**config.mk**
```make
export PLATFORM = sky130hd
export DESIGN_NAME = countdown_timer_ctrl
export DESIGN_NICKNAME = d
export VERILOG_FILES = /design/src/rtl/timer_pkg.sv /design/src/rtl/hms_down_counter.sv /design/src/rtl/countdown_timer_ctrl.sv
export SDC_FILE = /design/constraint.sdc
export NUM_CORES = 1
export LEC_CHECK = 0
export CAP_MARGIN = 20
export CORE_UTILIZATION = 60
export CTS_CLUSTER_DIAMETER = 200
export CTS_CLUSTER_SIZE = 12
export DETAILED_ROUTE_END_ITERATION = 7
export PLACE_DENSITY = 0.86
export SETUP_SLACK_MARGIN = 0.5
export SLEW_MARGIN = 10
export SYNTH_ARGS = -nofsm -noshare
export SYNTH_HDL_FRONTEND = slang
export SYNTH_SLANG_ARGS = --single-unit
```
**constraint.sdc**
```tcl
create_clock -name Clock_50MHz -period 13.5 [get_ports Clock_50MHz]
set_input_delay 2.7 -clock Clock_50MHz [delete_from_list [all_inputs] [get_ports Clock_50MHz]]
set_output_delay 2.7 -clock Clock_50MHz [all_outputs]
set_load 0.1 [all_outputs]
```
**src/rtl/timer_pkg.sv**
```systemverilog
`default_nettype none
// ============================================================================
// Module   : timer_pkg
// Purpose  : Shared types and constants for the Mode 5 countdown timer:
//            state encoding, HH:MM:SS field widths and limits, Set_Field
//            codes, and the potentiometer-to-field scaling helper.
// Revision : 1.0  initial release
// ============================================================================
package timer_pkg;

    typedef enum logic [2:0] {
        ST_IDLE     = 3'd0,
        ST_SET_HOUR = 3'd1,
        ST_SET_MIN  = 3'd2,
        ST_SET_SEC  = 3'd3,
        ST_RUN      = 3'd4,
        ST_PAUSE    = 3'd5,
        ST_DONE     = 3'd6
    } timer_state_t;

    localparam int c_HOUR_W   = 5;
    localparam int c_MINSEC_W = 6;

    localparam logic [c_HOUR_W-1:0]   MAX_HOUR   = 5'd23;
    localparam logic [c_MINSEC_W-1:0] MAX_MINSEC = 6'd59;

    localparam logic [1:0] c_FIELD_NONE = 2'd0;
    localparam logic [1:0] c_FIELD_HOUR = 2'd1;
    localparam logic [1:0] c_FIELD_MIN  = 2'd2;
    localparam logic [1:0] c_FIELD_SEC  = 2'd3;

    // Maps the 10-bit pot reading onto 0..range-1 as (pot*range)>>10.
    // 1023*60 = 61380 still fits the 16-bit product.
    function automatic logic [5:0] scale_pot(input logic [9:0] pot,
                                             input logic [5:0] range);
        return 6'((16'(pot) * 16'(range)) >> 10);
    endfunction

endpackage
`default_nettype wire

```
**src/rtl/hms_down_counter.sv**
```systemverilog
`default_nettype none
// ============================================================================
// Module   : hms_down_counter
// Purpose  : HH:MM:SS register with parallel load and a saturating
//            one-second decrement (sec borrows from min, min from hour).
// Ports    : clk, rst_n (sync, active low)
//            load / load_hour / load_minute / load_second : parallel load
//            dec  : decrement one second (ignored while hold is high)
//            hold : freeze the count
//            hour / minute / second : current count
//            is_zero : count is 00:00:00, or this cycle's decrement from
//                      00:00:01 lands on zero
// Revision : 1.0  initial release
// ============================================================================
module hms_down_counter
    import timer_pkg::*;
(
    input  logic                  clk,
    input  logic                  rst_n,
    input  logic                  load,
    input  logic                  dec,
    input  logic                  hold,
    input  logic [c_HOUR_W-1:0]   load_hour,
    input  logic [c_MINSEC_W-1:0] load_minute,
    input  logic [c_MINSEC_W-1:0] load_second,
    output logic [c_HOUR_W-1:0]   hour,
    output logic [c_MINSEC_W-1:0] minute,
    output logic [c_MINSEC_W-1:0] second,
    output logic                  is_zero
);

    logic [c_HOUR_W-1:0]   r_hour;
    logic [c_MINSEC_W-1:0] r_min;
    logic [c_MINSEC_W-1:0] r_sec;
    logic                  w_at_zero;
    logic                  w_at_one;
    logic                  w_do_dec;

    assign w_at_zero = (r_hour == '0) && (r_min == '0) && (r_sec == '0);
    assign w_at_one  = (r_hour == '0) && (r_min == '0) && (r_sec == 6'd1);
    assign w_do_dec  = dec && !hold;

    // Lets the controller enter DONE on the same edge the last second expires.
    assign is_zero = w_at_zero || (w_do_dec && w_at_one);

    always_ff @(posedge clk) begin
        if (!rst_n) begin
            r_hour <= '0;
            r_min  <= '0;
            r_sec  <= '0;
        end else if (load) begin
            r_hour <= (load_hour > MAX_HOUR) ? MAX_HOUR : load_hour;
            r_min  <= (load_minute > MAX_MINSEC) ? MAX_MINSEC : load_minute;
            r_sec  <= (load_second > MAX_MINSEC) ? MAX_MINSEC : load_second;
        end else if (w_do_dec && !w_at_zero) begin
            // Not at zero, so when both sec and min are 0 the hour is non-zero.
            if (r_sec != '0) begin
                r_sec <= r_sec - 6'd1;
            end else begin
                r_sec <= MAX_MINSEC;
                if (r_min != '0) begin
                    r_min <= r_min - 6'd1;
                end else begin
                    r_min  <= MAX_MINSEC;
                    r_hour <= r_hour - 5'd1;
                end
            end
        end
    end

    assign hour   = r_hour;
    assign minute = r_min;
    assign second = r_sec;

endmodule
`default_nettype wire

```
**src/rtl/countdown_timer_ctrl.sv**
```systemverilog
`default_nettype none
// ============================================================================
// Module   : countdown_timer_ctrl
// Purpose  : Mode 5 countdown-timer sequencer: HH:MM:SS preset entry from the
//            potentiometer, start/pause/clear, 1 Hz prescaler, DONE flag.
// Ports    : Clock_50MHz, RESET_N (sync, active low)
//            Cmd_Short / Cmd_Long : qualified single-cycle button pulses
//            PotentiometerValue   : field value source while setting
//            Hour / Min / Sec     : preset while setting, live count otherwise
//            Set_Field            : 0 none, 1 hour, 2 min, 3 sec
//            Running / Done_Sig   : high in RUN / DONE
// Config   : TIMER_AUTO_SILENCE_EN - DONE clears itself after ALARM_SEC ticks
// Revision : 1.0  initial release
// ============================================================================
module countdown_timer_ctrl
    import timer_pkg::*;
#(
    parameter int TICK_DIV  = 50000000,
    parameter int ALARM_SEC = 30
) (
    input  logic                  Clock_50MHz,
    input  logic                  RESET_N,
    input  logic                  Cmd_Short,
    input  logic                  Cmd_Long,
    input  logic [9:0]            PotentiometerValue,
    output logic [c_HOUR_W-1:0]   Hour,
    output logic [c_MINSEC_W-1:0] Min,
    output logic [c_MINSEC_W-1:0] Sec,
    output logic [1:0]            Set_Field,
    output logic                  Running,
    output logic                  Done_Sig
);

    localparam int c_PRESC_W = (TICK_DIV > 1) ? $clog2(TICK_DIV) : 1;
    localparam logic [c_PRESC_W-1:0] c_TICK_LAST = c_PRESC_W'(TICK_DIV - 1);

    timer_state_t          r_state;
    logic [c_HOUR_W-1:0]   r_pre_h,  r_shd_h;
    logic [c_MINSEC_W-1:0] r_pre_m,  r_shd_m;
    logic [c_MINSEC_W-1:0] r_pre_s,  r_shd_s;
    logic [c_PRESC_W-1:0]  r_presc;

    logic                  w_tick;
    logic                  w_silenced;
    logic [c_HOUR_W-1:0]   w_pot_hour;
    logic [c_MINSEC_W-1:0] w_pot_minsec;
    logic                  w_load, w_dec, w_hold, w_is_zero;
    logic [c_HOUR_W-1:0]   w_load_h, w_cnt_h;
    logic [c_MINSEC_W-1:0] w_load_m, w_cnt_m;
    logic [c_MINSEC_W-1:0] w_load_s, w_cnt_s;

    assign w_tick       = (r_presc == c_TICK_LAST);
    assign w_pot_hour   = 5'(scale_pot(PotentiometerValue, 6'd24));
    assign w_pot_minsec = scale_pot(PotentiometerValue, 6'd60);

`ifdef TIMER_AUTO_SILENCE_EN
    localparam logic [4:0] c_SILENCE_LAST = 5'(ALARM_SEC - 1);
    logic [4:0] r_silence;
    assign w_silenced = (r_state == ST_DONE) && w_tick && (r_silence == c_SILENCE_LAST);
`else
    assign w_silenced = 1'b0;
`endif

    // Counter control: Long always wins, and every exit to IDLE reloads the
    // count from the preset (or from the shadow when a setting is aborted).
    always_comb begin
        w_load   = 1'b0;
        w_dec    = 1'b0;
        w_load_h = r_pre_h;
        w_load_m = r_pre_m;
        w_load_s = r_pre_s;
        unique case (r_state)
            ST_SET_HOUR, ST_SET_MIN, ST_SET_SEC: begin
                if (Cmd_Long) begin
                    w_load   = 1'b1;
                    w_load_h = r_shd_h;
                    w_load_m = r_shd_m;
                    w_load_s = r_shd_s;
                end else if (Cmd_Short && (r_state == ST_SET_SEC)) begin
                    w_load   = 1'b1;
                    w_load_s = w_pot_minsec;
                end
            end
            ST_RUN: begin
                if (Cmd_Long) w_load = 1'b1;
                else          w_dec  = w_tick;
            end
            ST_PAUSE: w_load = Cmd_Long;
            ST_DONE:  w_load = Cmd_Long || Cmd_Short || w_silenced;
            default:  ;
        endcase
    end

    assign w_hold = (r_state != ST_RUN);

    hms_down_counter u_count (
        .clk         (Clock_50MHz),
        .rst_n       (RESET_N),
        .load        (w_load),
        .dec         (w_dec),
        .hold        (w_hold),
        .load_hour   (w_load_h),
        .load_minute (w_load_m),
        .load_second (w_load_s),
        .hour        (w_cnt_h),
        .minute      (w_cnt_m),
        .second      (w_cnt_s),
        .is_zero     (w_is_zero)
    );

    always_ff @(posedge Clock_50MHz) begin
        if (!RESET_N) begin
            r_state <= ST_IDLE;
            r_pre_h <= '0;
            r_pre_m <= '0;
            r_pre_s <= '0;
            r_shd_h <= '0;
            r_shd_m <= '0;
            r_shd_s <= '0;
            r_presc <= '0;
`ifdef TIMER_AUTO_SILENCE_EN
            r_silence <= '0;
`endif
        end else begin
            unique case (r_state)
                ST_IDLE: begin
                    if (Cmd_Long) begin
                        r_shd_h <= r_pre_h;
                        r_shd_m <= r_pre_m;
                        r_shd_s <= r_pre_s;
                        r_state <= ST_SET_HOUR;
                    end else if (Cmd_Short && !w_is_zero) begin
                        r_presc <= '0;
                        r_state <= ST_RUN;
                    end
                end
                ST_SET_HOUR, ST_SET_MIN, ST_SET_SEC: begin
                    if (Cmd_Long) begin
                        r_pre_h <= r_shd_h;
                        r_pre_m <= r_shd_m;
                        r_pre_s <= r_shd_s;
                        r_state <= ST_IDLE;
                    end else begin
                        // The edited field follows the pot every cycle; Short
                        // simply moves on, keeping the value just captured.
                        if (r_state == ST_SET_HOUR) r_pre_h <= w_pot_hour;
                        if (r_state == ST_SET_MIN)  r_pre_m <= w_pot_minsec;
                        if (r_state == ST_SET_SEC)  r_pre_s <= w_pot_minsec;
                        if (Cmd_Short) begin
                            if (r_state == ST_SET_HOUR)     r_state <= ST_SET_MIN;
                            else if (r_state == ST_SET_MIN) r_state <= ST_SET_SEC;
                            else                            r_state <= ST_IDLE;
                        end
                    end
                end
                ST_RUN: begin
                    if (Cmd_Long) begin
                        r_state <= ST_IDLE;
                    end else begin
                        r_presc <= w_tick ? '0 : r_presc + 1'b1;
                        // A tick landing on zero beats a simultaneous pause.
                        if (w_tick && w_is_zero) begin
                            r_state <= ST_DONE;
`ifdef TIMER_AUTO_SILENCE_EN
                            r_silence <= '0;
`endif
                        end else if (Cmd_Short) begin
                            r_state <= ST_PAUSE;
                        end
                    end
                end
                ST_PAUSE: begin
                    if (Cmd_Long)       r_state <= ST_IDLE;
                    else if (Cmd_Short) r_state <= ST_RUN;
                end
                ST_DONE: begin
                    if (Cmd_Long || Cmd_Short) begin
                        r_state <= ST_IDLE;
                    end
`ifdef TIMER_AUTO_SILENCE_EN
                    else begin
                        r_presc <= w_tick ? '0 : r_presc + 1'b1;
                        if (w_silenced)  r_state   <= ST_IDLE;
                        else if (w_tick) r_silence <= r_silence + 5'd1;
                    end
`endif
                end
                default: r_state <= ST_IDLE;
            endcase
        end
    end

    // Outputs are pure decodes of registered state.
    always_comb begin
        Hour      = w_cnt_h;
        Min       = w_cnt_m;
        Sec       = w_cnt_s;
        Set_Field = c_FIELD_NONE;
        unique case (r_state)
            ST_SET_HOUR: Set_Field = c_FIELD_HOUR;
            ST_SET_MIN:  Set_Field = c_FIELD_MIN;
            ST_SET_SEC:  Set_Field = c_FIELD_SEC;
            default:     ;
        endcase
        if (Set_Field != c_FIELD_NONE) begin
            Hour = r_pre_h;
            Min  = r_pre_m;
            Sec  = r_pre_s;
        end
    end

    assign Running  = (r_state == ST_RUN);
    assign Done_Sig = (r_state == ST_DONE);

endmodule
`default_nettype wire

```
* Word-level counts from Yosys, hierarchy flattened
Index checks and enable logic that the tools add are counted.
** Storage, ports and cells
- RAM bits :: 0
- Register bits after elaboration :: 80
- Output and inout port bits :: 21
- Latch bits :: 0
- Memories kept :: 0
- Memory bits (read-only) :: 0
- Word-level logic and storage cells :: 129
** Operators by class
- Div/mod/pow operators :: 0
- Equal/unequal tests :: 19
- Shift-type cells :: 0
- Reductions and logical operators :: 35
- $lt $le $gt $ge :: 3
- $add $sub $neg :: 4
- Multiply operators :: 2
- Bitwise operators :: 0
- Multiplexer cells :: 55
** Operators with widths (count)
- $mux W6 :: 20
- $mux W26 :: 4
- $pmux W26 S2 :: 1
- $mux W5 :: 10
- $mux W3 :: 10
- $add A26 B1 Y26 const B :: 1
- $eq A26 B26 Y1 const B :: 1
- $pmux W3 S5 :: 1
- $mul A10 B4 Y14 const B :: 1
- $gt A6 B6 Y1 const B :: 2
- $logic_not A6 Y1 :: 2
- $mul A10 B2 Y12 const B :: 1
- $ne A3 B3 Y1 const B :: 4
- $reduce_bool A2 Y1 :: 6
- $reduce_bool A6 Y1 :: 2
- $sub A6 B1 Y6 const B :: 2
- $reduce_and A2 Y1 :: 5
- $eq A3 B3 Y1 const B :: 3
- $logic_and A1 B1 Y1 :: 9
- $eq A3 B2 Y1 const B :: 2
- $eq A6 B1 Y1 const B :: 1
- $ne A2 B1 Y1 const B :: 3
- $ne A2 B2 Y1 const B :: 3
- $pmux W2 S3 :: 1
- 15 further kinds :: 23

* Logic depth before layout (Yosys ltp)
- Word-level depth :: 11
- Gate-level depth with buffers :: 12
- Depth with buffers taken out :: 12

* Hierarchy
A second synthesis with hierarchy kept.
** Unflattened totals
- Cells, all modules :: 694
- Area total of the unflattened synthesis :: 5820.6 µm²
** Modules (own cells, without submodules)
- countdown_timer_ctrl :: times used 1, area each 4588.2 µm², cells an instance 538
- hms_down_counter :: times used 1, area each 1232.4 µm², cells an instance 156

* Least setup slack after synthesis
No wires, ideal clock.
- Kind :: in2reg
- Start :: input PotentiometerValue[5]
- End :: register u_count.r_sec[1] (netlist: u_count.second[1])
- Stages :: 12
- Slack :: 7220 ps
- Path buffers :: 0
- Data arrival time :: 6159 ps
- Setup time :: 122 ps
- Cells stage by stage :: inv_1 fa_1 fa_1 inv_1 ha_1 a21o_1 a2111oi_0 o31ai_1 xor2_1 a222oi_1 nor4_1 o311a_1
** Between the ends
- Word-level cells in the longest chain between the ends :: 7
** RTL lines
- start: declaration :: RTL line countdown_timer_ctrl.sv:25 : input logic [9:0] PotentiometerValue,
- $mul A10 B4 Y14 * :: RTL line timer_pkg.sv:36 : return 6'((16'(pot) * 16'(range)) >> 10);
- $mux W6 * :: RTL line countdown_timer_ctrl.sv:79 : end else if (Cmd_Short && (r_state == ST_SET_SEC)) begin
- $mux W6 * :: RTL line countdown_timer_ctrl.sv:74 : if (Cmd_Long) begin
- $mux W6 * :: RTL line countdown_timer_ctrl.sv:72 : unique case (r_state)
- $gt A6 B6 Y1 :: RTL line hms_down_counter.sv:54 : r_sec <= (load_second > MAX_MINSEC) ? MAX_MINSEC : load_second;
- $mux W6 * :: RTL line hms_down_counter.sv:54
- $mux W6 * :: RTL line hms_down_counter.sv:51 : end else if (load) begin
- end signal: assignment :: RTL line hms_down_counter.sv:54
- end signal: assignment :: RTL line hms_down_counter.sv:58 : r_sec <= r_sec - 6'd1;
- end: declaration :: RTL line hms_down_counter.sv:34 : logic [c_MINSEC_W-1:0] r_sec;
Every way passes the cells marked *; elsewhere a longest branch is shown, timed or not.
A chain may end at the register's enable or synchronous reset.

* Worst setup path in the final report
- Start :: input PotentiometerValue[4]
- End :: register u_count.r_sec[1] (netlist: u_count.second[1])
Same word-level chain as after synthesis.

==> out/summary.log <==
[run_status] run status finished clean
[synthesis] post-synth top area cell dfxtp_1
[timing] final-report setup violation count 0
[clock_tree] clock transition at the register clock pins on the worst setup and hold paths after CTS 0.07 ns
[synthesis] number of distinct library cells after synthesis 75
[final_layout] Syn-to-layout area delta 10.7%
[timing] slew margin rel. 0.324
[synthesis] Ys Warns 0
[synthesis] number of enable-type register cells in the synthesized netlist 0
[synthesis] number of synthesized register bits 80
[synthesis] combinational family with the most area after synthesis simple AND/OR/NAND/NOR gates
[synthesis] top cells by area in the synthesized netlist dfxtp_1, ha_1, fa_1
[clock_tree] CTS tree done
[power_and_ir_drop] Worst VDD drop 0.128 mV
[floorplanning] # rows 34
[clock_tree] Max H-tree Level 3
[global_route] vias in the first global route 5169
[timing] RSZ-0062 raised after global routing false
[synthesis] complex-gate fraction of the synthesized area 0.210
[worst_setup_path] cell at the slowest stage of the critical path a2111oi_0
[clock_tree] post-cts sizing count 0
[clock_tree] maximum clock path buffer count 2
[synthesis] Post-Synth Simple-Gate Area 0.218
[synthesis] main flop type after synthesis dfxtp_1
[floorplanning] count of pins on the block boundary 35
[worst_setup_path] Required @ worst endpoint 13.74 ns
[clock_tree] root buffer cell clkbuf_8
[worst_setup_path] largest stage delay on the critical path 0.73 ns
[placement] DP Area 0.00602 sq mm
[final_layout] Final Cell Area 0.00622 sq mm
[route] vias per cell 6.42
[worst_setup_path] critical path capture point type flip-flop
[placement] HPWL reported at the end of detailed placement 10700 um
[final_layout] final core utilization 0.700
[final_layout] count of non-filler cells in the finished layout 823
[placement] number of placed instances, taps included 806
[route] drt pass-1 iters 6
[timing] setup_tns 0 ns
[worst_setup_path] category of the critical setup timing path in -> reg
[timing] worst-case hold slack 0.463 ns
[worst_setup_path] startpoint type of the worst setup path primary input
[route] vias post-DR 5286
[timing] period utilisation layout 0.512
[floorplanning] Die Width 98.8 um
[final_layout] commonest cells after routing, fill and taps aside dfxtp_1, nand2_1, nor2_1
[final_layout] fraction of layout instances using a drive strength above 1 0.0867
[global_route] antenna violations before repair 0
[clock_tree] Num Clock Sinks 80
[floorplanning] Die Span Y 98.8 um
[route] Detail Route Antenna Nets 0
[final_layout] commonest non-fill, non-tap cell in the layout dfxtp_1
[timing] number of max-slew violations in the final report 0
[global_route] global-route wire length before repair 24100 um
[final_layout] final-stage net count 770
[floorplanning] effective utilization at floorplan 0.632
[route] mean routed wirelength per cell 17.9 um
[global_route] Total Routing Usage GR 0.307
[hold_path] Hold Path Class reg -> reg
[route] Remaining DRCs 0
[worst_setup_path] cell chain of the critical path clkdlybuf4s50_1 > inv_1 > fa_1 > fa_1 > inv_1 > ha_1 > a21o_1 > a2111oi_0 > o31ai_1 > xor2_1 > a222oi_1 > nor4_1 > o311a_1
[global_route] remaining global-route overflow 0
[synthesis] share of the yosys chip area belonging to registers 0.285
[power_and_ir_drop] power consumption 1.32 mW
[timing] worst clock skew 0.0115 ns
[synthesis] adder-cell share of the synthesized area 0.124
[timing] slew at the pin closest to its max-slew limit 1.01 ns
[final_layout] number of antenna cells inserted 0
[timing] minimum clock period 6.92 ns
[worst_setup_path] largest fanout of any net on the critical path 7
[floorplanning] area of the placeable core 0.00889 sq mm
[synthesis] fraction of post-synthesis cell area in the top cell type by area 0.285
[clock_tree] TritonCTS Buffers 9
[timing] top achievable clock speed 145 MHz
[synthesis] fraction of synthesized area in multiplexers 0.0635
[power_and_ir_drop] areal power density over the cells 213 mW/mm^2
[synthesis] Syn Nets 748
[power_and_ir_drop] static leakage 2.46 nW
[placement] number of input and output port buffers inserted 34
[synthesis] synthesized netlist cell count 688
[synthesis] post-synthesis instance area 0.00562 sq mm
[clock_tree] Clk Latency, worst-skew pair 0.36 ns
[route] routed wire length 14700 um
[placement] worst slack, placed 6.34 ns
[timing] final worst-path setup slack 6.58 ns
[synthesis] parity-gate share of the synthesized area counting xor and xnor cells 0.0468
[worst_setup_path] Worst Path Arrival 7.16 ns
[run] max cap viols 0
[floorplanning] die area 0.00975 sq mm
[clock_tree] post-CTS setup buffer count 0
[synthesis] mean instance size in the synthesized netlist 8.16 sq um
[synthesis] post-synthesis async set-or-reset flop share 0
[clock_tree] total of hold buffers inserted after clock tree synthesis 0
[timing] final count of hold timing violations 0
[placement] placer's final routability congestion estimate 0.896
[route] drt first-iter violations 398
[global_route] largest net degree at the start of global routing 37
-- critical path: cells and delay by family --
| kind | cells | cell delay (ns) |
|---|---|---|
| adders and majority gates | 3 | 1.42 |
| xor gates and xnor gates | 1 | 0.19 |
| and+or+nand+nor | 1 | 0.13 |
| buffers and inverters | 3 | 0.72 |
| AOI/OAI and AO/OA | 5 | 1.99 |
-- cell type report --
type,count,area [sq um]
multi-input cells,530,3720
fillers,690,2670
flip-flops and latches,80,1600
repair buffers,40,393
inverters,49,184
clock buffers,12,155
well taps,108,135
clock inverters,4,26.3
-- logic make-up (layout without fill, tap and decap cells) --
group | count (synthesis) | in the layout
flops | 80 | 80
compound gates | 174 | 174
xor+xnor | 30 | 30
fa+ha+maj | 46 | 46
buf+inv | 78 | 105
simple gates | 247 | 247
mux | 33 | 33
-- path summary, 6_finish.rpt --
path / slack (ns) / end / cells past startpoint / from
worst max-delay path: 6.58 / u_count.second[1] / 13 / PotentiometerValue[4]
worst min register to register: 0.46 / r_shd_s[1] / 2 / r_shd_s[1]
worst min-delay path: 0.46 / r_shd_s[1] / 2 / r_shd_s[1]
worst max register to register: 10.32 / u_count.hour[1] / 8 / r_state[1]
-- power breakdown --
group          switching (mW)  internal (mW)
sequential             0.0691          0.286
combinational           0.548          0.258
clock                  0.0873         0.0770
total                   0.704          0.620
-- state kept, by name (all words and copies together), names as in the netlist --
name,flops
u_count.minute,6
r_shd_s,6
r_shd_m,6
u_count.second,6
r_state,3
u_count.hour,5
r_shd_h,5
r_pre_s,6
r_pre_h,5
r_pre_m,6
r_presc,26
-- cells in the mapped netlist, types with 3 or more instances --
library cell / number
o21a_1: 5
nor4_1: 5
a221o_1: 3
a21oi_1: 54
mux2i_1: 12
a211oi_1: 7
clkbuf_1: 22
o31ai_1: 5
inv_1: 47
nand3b_1: 3
ha_1: 30
and3_1: 7
nand2b_1: 11
nor3_1: 27
nand3_1: 19
nor2b_1: 6
a22o_1: 3
buf_1: 4
a2111oi_0: 5
xnor2_1: 17
o21ai_0: 28
xor2_1: 13
and2_1: 3
a21o_1: 8
buf_2: 3
o2111ai_1: 3
a31oi_1: 10
fa_1: 16
mux2_2: 21
nor2_1: 58
nand4_1: 9
nand2_1: 72
dfxtp_1: 80
o22ai_1: 4
o211ai_1: 5
a211o_1: 4
or3_1: 8
-- metal layers --
metal / track usage / up-vias / share of wire / wire (um)
met3: 0.0688 / 43 / 0.070 / 1030
met5: 0 / - / 0 / 0
met1: 0.360 / 2525 / 0.40 / 5960
met2: 0.536 / 209 / 0.50 / 7300
met4: 0.139 / 0 / 0.030 / 448
li1: - / 2509 / - / -
No activity file was read; power rests on OpenSTA's default activity.
